**src/rtl/wb_arb_pkg.sv**
```systemverilog
// wb_arb_pkg: shared types and defaults for the two-master Wishbone arbiter.
//   arb_state_t            - arbiter FSM encoding (IDLE, GRANT0, GRANT1)
//   master_id_t            - identifies one of the two masters
//   DEFAULT_TIMEOUT_CYCLES - default watchdog limit (only used with WB_ARB_TIMEOUT_EN)
package wb_arb_pkg;

  typedef enum logic [1:0] {
    IDLE   = 2'd0,
    GRANT0 = 2'd1,
    GRANT1 = 2'd2
  } arb_state_t;

  typedef logic master_id_t;

  localparam int DEFAULT_TIMEOUT_CYCLES = 255;

endpackage

```
**src/rtl/wb_arb_timeout.sv**
```systemverilog
// wb_arb_timeout: slave watchdog for the arbiter. Counts clocks in which the
// granted master is strobing and the slave has not answered.
//   clk     in  clock
//   rst     in  asynchronous, active-high reset
//   run     in  count this cycle (granted, STB high, no ACK/ERR)
//   clr     in  restart the count (ACK, ERR or grant change)
//   expired out count has reached TIMEOUT_CYCLES; holds for exactly one cycle
// Only instantiated when WB_ARB_TIMEOUT_EN is defined.
module wb_arb_timeout
  import wb_arb_pkg::*;
#(
  parameter int TIMEOUT_CYCLES = DEFAULT_TIMEOUT_CYCLES
) (
  input  logic clk,
  input  logic rst,
  input  logic run,
  input  logic clr,
  output logic expired
);

  localparam int CW = $clog2(TIMEOUT_CYCLES + 1);
  localparam logic [CW-1:0] LIMIT = CW'(TIMEOUT_CYCLES);

  logic [CW-1:0] count_q;

  assign expired = (count_q == LIMIT);

  // The count self-clears in the cycle it expires, so the error is a single
  // cycle pulse and the count never passes LIMIT.
  always_ff @(posedge clk or posedge rst) begin
    if (rst) begin
      count_q <= '0;
    end else if (clr || expired) begin
      count_q <= '0;
    end else if (run) begin
      count_q <= count_q + 1'b1;
    end
  end

endmodule

```
**src/rtl/wb_arbiter2.sv**
```systemverilog
// wb_arbiter2: two-master Wishbone classic arbiter, round-robin at cycle
// granularity. The owner keeps the grant for as long as it holds CYC.
//   CLK_I, RST_I                 clock, asynchronous active-high reset
//   Mx_CYC_I/STB_I/WE_I/ADR_I/DAT_I/SEL_I  master x request (x = 0, 1)
//   Mx_DAT_O                     read data (S_DAT_I broadcast)
//   Mx_ACK_O, Mx_ERR_O           slave response, routed to the owner only
//   S_CYC_O/STB_O/WE_O/ADR_O/DAT_O/SEL_O   muxed from the granted master
//   S_DAT_I, S_ACK_I, S_ERR_I    slave read data and response
//   dbg_state                    current arbiter state (observation only)
// Optional feature: define WB_ARB_TIMEOUT_EN to add a slave watchdog that
// answers a stalled cycle with a one-cycle ERR after TIMEOUT_CYCLES clocks.
//
// Handshake: CYC&STB from the owner is the request (valid); ACK or ERR from
// the slave completes it (ready). A master keeps CYC/STB stable until ACK/ERR,
// one cycle is in flight at a time, and there is no STALL.
module wb_arbiter2
  import wb_arb_pkg::*;
#(
  parameter int WB_ADDR_WIDTH  = 32,
  parameter int WB_BUS_WIDTH   = 32,
  parameter int TIMEOUT_CYCLES = DEFAULT_TIMEOUT_CYCLES
) (
  input  logic                      CLK_I,
  input  logic                      RST_I,
  input  logic                      M0_CYC_I,
  input  logic                      M0_STB_I,
  input  logic                      M0_WE_I,
  input  logic [WB_ADDR_WIDTH-1:0]  M0_ADR_I,
  input  logic [WB_BUS_WIDTH-1:0]   M0_DAT_I,
  input  logic [WB_BUS_WIDTH/8-1:0] M0_SEL_I,
  output logic [WB_BUS_WIDTH-1:0]   M0_DAT_O,
  output logic                      M0_ACK_O,
  output logic                      M0_ERR_O,
  input  logic                      M1_CYC_I,
  input  logic                      M1_STB_I,
  input  logic                      M1_WE_I,
  input  logic [WB_ADDR_WIDTH-1:0]  M1_ADR_I,
  input  logic [WB_BUS_WIDTH-1:0]   M1_DAT_I,
  input  logic [WB_BUS_WIDTH/8-1:0] M1_SEL_I,
  output logic [WB_BUS_WIDTH-1:0]   M1_DAT_O,
  output logic                      M1_ACK_O,
  output logic                      M1_ERR_O,
  output logic                      S_CYC_O,
  output logic                      S_STB_O,
  output logic                      S_WE_O,
  output logic [WB_ADDR_WIDTH-1:0]  S_ADR_O,
  output logic [WB_BUS_WIDTH-1:0]   S_DAT_O,
  output logic [WB_BUS_WIDTH/8-1:0] S_SEL_O,
  input  logic [WB_BUS_WIDTH-1:0]   S_DAT_I,
  input  logic                      S_ACK_I,
  input  logic                      S_ERR_I,
  output arb_state_t                dbg_state
);

  arb_state_t state_q, state_d;
  master_id_t last_q, last_d;
  logic       grant0, grant1;
  logic       mux_cyc, mux_stb;
  logic       expired;

  // last resets to 1 so master 0 wins the first tie.
  always_ff @(posedge CLK_I or posedge RST_I) begin
    if (RST_I) begin
      state_q <= IDLE;
      last_q  <= 1'b1;
    end else begin
      state_q <= state_d;
      last_q  <= last_d;
    end
  end

  always_comb begin
    state_d = state_q;
    last_d  = last_q;
    case (state_q)
      IDLE: begin
        if (M0_CYC_I && M1_CYC_I) begin
          state_d = (last_q == 1'b1) ? GRANT0 : GRANT1;
        end else if (M0_CYC_I) begin
          state_d = GRANT0;
        end else if (M1_CYC_I) begin
          state_d = GRANT1;
        end
      end
      GRANT0: begin
        // Hand over straight to a waiting master: no idle cycle in between.
        if (!M0_CYC_I) begin
          state_d = M1_CYC_I ? GRANT1 : IDLE;
          last_d  = 1'b0;
        end
      end
      GRANT1: begin
        if (!M1_CYC_I) begin
          state_d = M0_CYC_I ? GRANT0 : IDLE;
          last_d  = 1'b1;
        end
      end
      default: state_d = IDLE;
    endcase
  end

  assign grant0    = (state_q == GRANT0);
  assign grant1    = (state_q == GRANT1);
  assign dbg_state = state_q;

  // Slave-side mux from the registered grant; everything is zero in IDLE.
  always_comb begin
    mux_cyc = 1'b0;
    mux_stb = 1'b0;
    S_WE_O  = 1'b0;
    S_ADR_O = '0;
    S_DAT_O = '0;
    S_SEL_O = '0;
    if (grant0) begin
      mux_cyc = M0_CYC_I;
      mux_stb = M0_STB_I;
      S_WE_O  = M0_WE_I;
      S_ADR_O = M0_ADR_I;
      S_DAT_O = M0_DAT_I;
      S_SEL_O = M0_SEL_I;
    end else if (grant1) begin
      mux_cyc = M1_CYC_I;
      mux_stb = M1_STB_I;
      S_WE_O  = M1_WE_I;
      S_ADR_O = M1_ADR_I;
      S_DAT_O = M1_DAT_I;
      S_SEL_O = M1_SEL_I;
    end
  end

`ifdef WB_ARB_TIMEOUT_EN
  logic to_run, to_clr;
  assign to_run = (grant0 || grant1) && mux_stb && !S_ACK_I && !S_ERR_I;
  assign to_clr = S_ACK_I || S_ERR_I || (state_d != state_q);

  wb_arb_timeout #(
    .TIMEOUT_CYCLES(TIMEOUT_CYCLES)
  ) u_timeout (
    .clk    (CLK_I),
    .rst    (RST_I),
    .run    (to_run),
    .clr    (to_clr),
    .expired(expired)
  );
`else
  logic unused_timeout_cfg;
  assign unused_timeout_cfg = (TIMEOUT_CYCLES != 0);
  assign expired = 1'b0;
`endif

  // An expired watchdog withdraws the cycle from the slave for one clock while
  // the owner sees ERR.
  assign S_CYC_O = mux_cyc && !expired;
  assign S_STB_O = mux_stb && !expired;

  assign M0_ACK_O = grant0 && S_ACK_I && !expired;
  assign M1_ACK_O = grant1 && S_ACK_I && !expired;
  assign M0_ERR_O = grant0 && (S_ERR_I || expired);
  assign M1_ERR_O = grant1 && (S_ERR_I || expired);

  assign M0_DAT_O = S_DAT_I;
  assign M1_DAT_O = S_DAT_I;

endmodule

```
**config.mk**
```make
export PLATFORM = sky130hd
export DESIGN_NAME = wb_arbiter2
export DESIGN_NICKNAME = d
export VERILOG_FILES = /design/src/rtl/wb_arb_pkg.sv /design/src/rtl/wb_arb_timeout.sv /design/src/rtl/wb_arbiter2.sv
export SDC_FILE = /design/constraint.sdc
export NUM_CORES = 1
export LEC_CHECK = 0
export BUFFER_PORTS_ARGS = -buffer_cell sky130_fd_sc_hd__clkbuf_2
export CORE_AREA = 2 2 123 125
export CTS_CLUSTER_DIAMETER = 100
export CTS_CLUSTER_SIZE = 30
export DETAILED_ROUTE_END_ITERATION = 8
export DIE_AREA = 0 0 125 127
export GPL_ROUTABILITY_DRIVEN = 0
export HOLD_SLACK_MARGIN = 0.08
export PLACE_DENSITY = 0.44
export SLEW_MARGIN = 20
export SYNTH_ARGS = -nofsm -noshare
export SYNTH_HDL_FRONTEND = slang
export SYNTH_SLANG_ARGS = --single-unit
```
**constraint.sdc**
```tcl
create_clock -name CLK_I -period 1.7 [get_ports CLK_I]
set_input_delay 0.085 -clock CLK_I [delete_from_list [all_inputs] [get_ports CLK_I]]
set_output_delay 0.085 -clock CLK_I [all_outputs]
set_load 0.01 [all_outputs]
```
==> summary.md <==
| Metric | Value |
|---|---|
| Top post-synthesis cells by area | a22o_1, buf_4, buf_12 |
| Setup Viol. Count Final | 0 |
| Final hold violation count | 0 |
| VDD IR max | 0.0005330 V |
| Setup Fix Bufs, Post-CTS | 0 |
| RSZ-0062 raised after global routing | no |
| Hold path depth | 2 |
| CP startpoint kind | flip-flop |
| Path depth of the worst reg2reg path | 3 |
| ANT nets after route | 0 |
| CTS resizes | 0 |
| EDFF count, synth | 0 |
| Mapped cell area | 1501 um^2 |
| Final min period | 1.615 ns |
| CP endpoint kind | output pin |
| Design Power | 0.002039 W |
| Setup_tns | 0 ns |
| I/O pins | 319 |
| Status | finished clean |
| Clock slew at reported path FFs | 0.03 ns |
| Netlist cell types | 15 |
| Initial antenna violation count | 0 |
| Final Net Count | 502 |
| Critical path type | flip-flop to output pin |
| Fmax | 0.6190 GHz |
| Row cnt | 44 |
| Worst R2R Start | last_q |
| # clock sinks | 3 |
| Cts hold-fix bufs | 1 |
| Largest net degree at the start of global routing | 44 |
| Clock root buffer master | clkbuf_16 |
| Worst Path Max Fanout | 43 |
| WL final | 5883 um |
| Vias/cell | 3.714 |
| Mapped Avg Cell Area | 8.780 um^2 |
| # port buffers | 222 |
| Crit path arrival time | 1.53 ns |
| CTS tree | yes |
| Post-route DRC | 0 |
| DPL Wire Length | 5065 um |
| Post-Syn Nets | 349 |
| Cell leakage power | 1.364 nW |
| Async SR Flop Fraction | 100.0% |
| Vias in the first global route | 1927 |
| Synth Flop Type | dfrtp_1 |
| Hold Crit Class | input port to flip-flop |
| Max Cap Violations | 0 |
| Clock skew | 0.001036 ns |
| Register area share after synthesis | 5.083% |
| Latest clock arrival within the worst-skew pair | 0.22 ns |
| Initial DRT Pass Iterations | 6 |
| Cell count after synthesis | 171 |
| Synth top area share | 41.42% |
| Grt ovf | 0 |
| Total track usage | 6.492% |
| First DRT Iteration DRCs | 41 |
| First-pass GRT wire length | 8763 um |
| H-tree depth | 1 |
| Routed via count | 1883 |
| WL/cell | 11.60 um |
| Ratio of cells with drive above 1 in the final layout | 72.14% |
| Worst R2R End | dbg_state[1] |
| Hold_sp | M0_CYC_I |
| CTS Buffer Depth | 2 |
| Cell Pwr Density | 879.3 nW/um^2 |
| Die height | 127 um |
| Area leader, netlist | a22o_1 |
| Area growth syn-to-layout | 54.42% |
| ANT cells | 0 |
| Die X | 125 um |
| Internal reg-to-reg setup slack | 0.69 ns |
| Final period util | 95.03% |
| Die area | 15880 um^2 |
| Req. time, crit path | 1.62 ns |
| Yosys Warn Count | 0 |
| Initial core utilization | 10.41% |
| Worst Max-Slew Pin Slew | 0.2686 ns |
| Final Util | 16.07% |
| Max_slew headroom | 82.09% |
| Core ar. | 14420 um^2 |
| Synthesized flop and latch total | 3 |
| Total CTS buffers | 3 |
| Final Max Slew Viols | 0 |
| Top cells by count, synth | a22o_1, buf_4, buf_12, and2_1 |
| Hold path endpoint | dbg_state[0] |
[cell type report]
type | instances | area, um^2
Tap cell | 184 | 230.2
Clock buffer | 4 | 78.83
Fill cell | 1671 | 12110
Sequential cell | 3 | 76.32
Multi-Input combinational cell | 87 | 724.4
Timing Repair Buffer | 227 | 1201
Inverter | 2 | 7.507
[worst max-delay path by stage]
stage	slack, ns	start	to	cells after the start
2_1_floorplan	0.49	dbg_state[1]	S_ADR_O[0]	4
3_3_place_gp	0.37	dbg_state[0]	S_DAT_O[8]	5
3_5_place_dp	0.32	dbg_state[1]	S_DAT_O[8]	4
4_1_cts	0.08	dbg_state[1]	S_DAT_O[8]	4
5_1_grt	0.002	dbg_state[1]	S_DAT_O[8]	4
6_report	0.08	dbg_state[1]	S_DAT_O[8]	4
[worst max-delay path, cell delays in order (launching register included)]
cell,delay [ns]
dfrtp_1,0.48
nor2b_4,0.26
buf_12,0.22
a22o_1,0.18
clkbuf_2,0.14
[cell usage in the layout, fill, tap and decap left out]
master,count
clkbuf_2,222
dfrtp_1,2
a22o_1,71
inv_2,1
nand2_1,1
nor2_1,2
nor2b_4,1
clkbuf_16,3
dlygate4sd3_1,1
nor2_4,1
buf_12,4
dfstp_2,1
and2_1,6
o22ai_1,2
nor2b_1,1
clkbuf_1,1
o21ai_0,2
inv_1,1
[layer usage]
layer  up-vias  part of all wire (%)  track usage [%]  routed length (um)
li1        883                     -                -                   -
met1       843                    36            6.755                2092
met2       136                    53            12.66                3093
met3        21                    10            1.424                 589
met4         0                   1.8            2.484                 107
met5         -                     0                0                   0
[sequential cells by signal, indices dropped and copies added (netlist names)]
register,count
last_q,1
dbg_state,2
[cell families after synthesis]
family | after synthesis | synth area share, %
flip-flops | 3 | 5.084
AND/OR/NAND/NOR | 12 | 5.334
buffers and inverters | 81 | 46.67
AO/OA/AOI/OAI | 75 | 42.92
[per-stage QoR]
stage | hold WS [ns] | instances | cell area [um^2] | worst slack [ns]
6_report | 0.1427 | 507 | 2318 | 0.08454
3_3_place_gp | -0.05699 | 502 | 2230 | 0.3748
3_5_place_dp | -0.05851 | 502 | 2230 | 0.3174
2_1_floorplan | -0.1621 | 171 | 1501 | 0.4851
4_1_cts | 0.1386 | 507 | 2318 | 0.08296
5_1_grt | 0.1689 | 507 | 2318 | 0.002378
[power by group]
group	internal [W]	leakage (nW)	total, W	switching [W]
combinational	0.000763	1.29	0.00153	0.000765
sequential	0.000103	0.0357	0.000138	0.0000346
clock	0.000309	0.0382	0.000373	0.0000636
total	0.00118	1.36	0.00204	0.000863
Power figures use the tool's default switching activity.
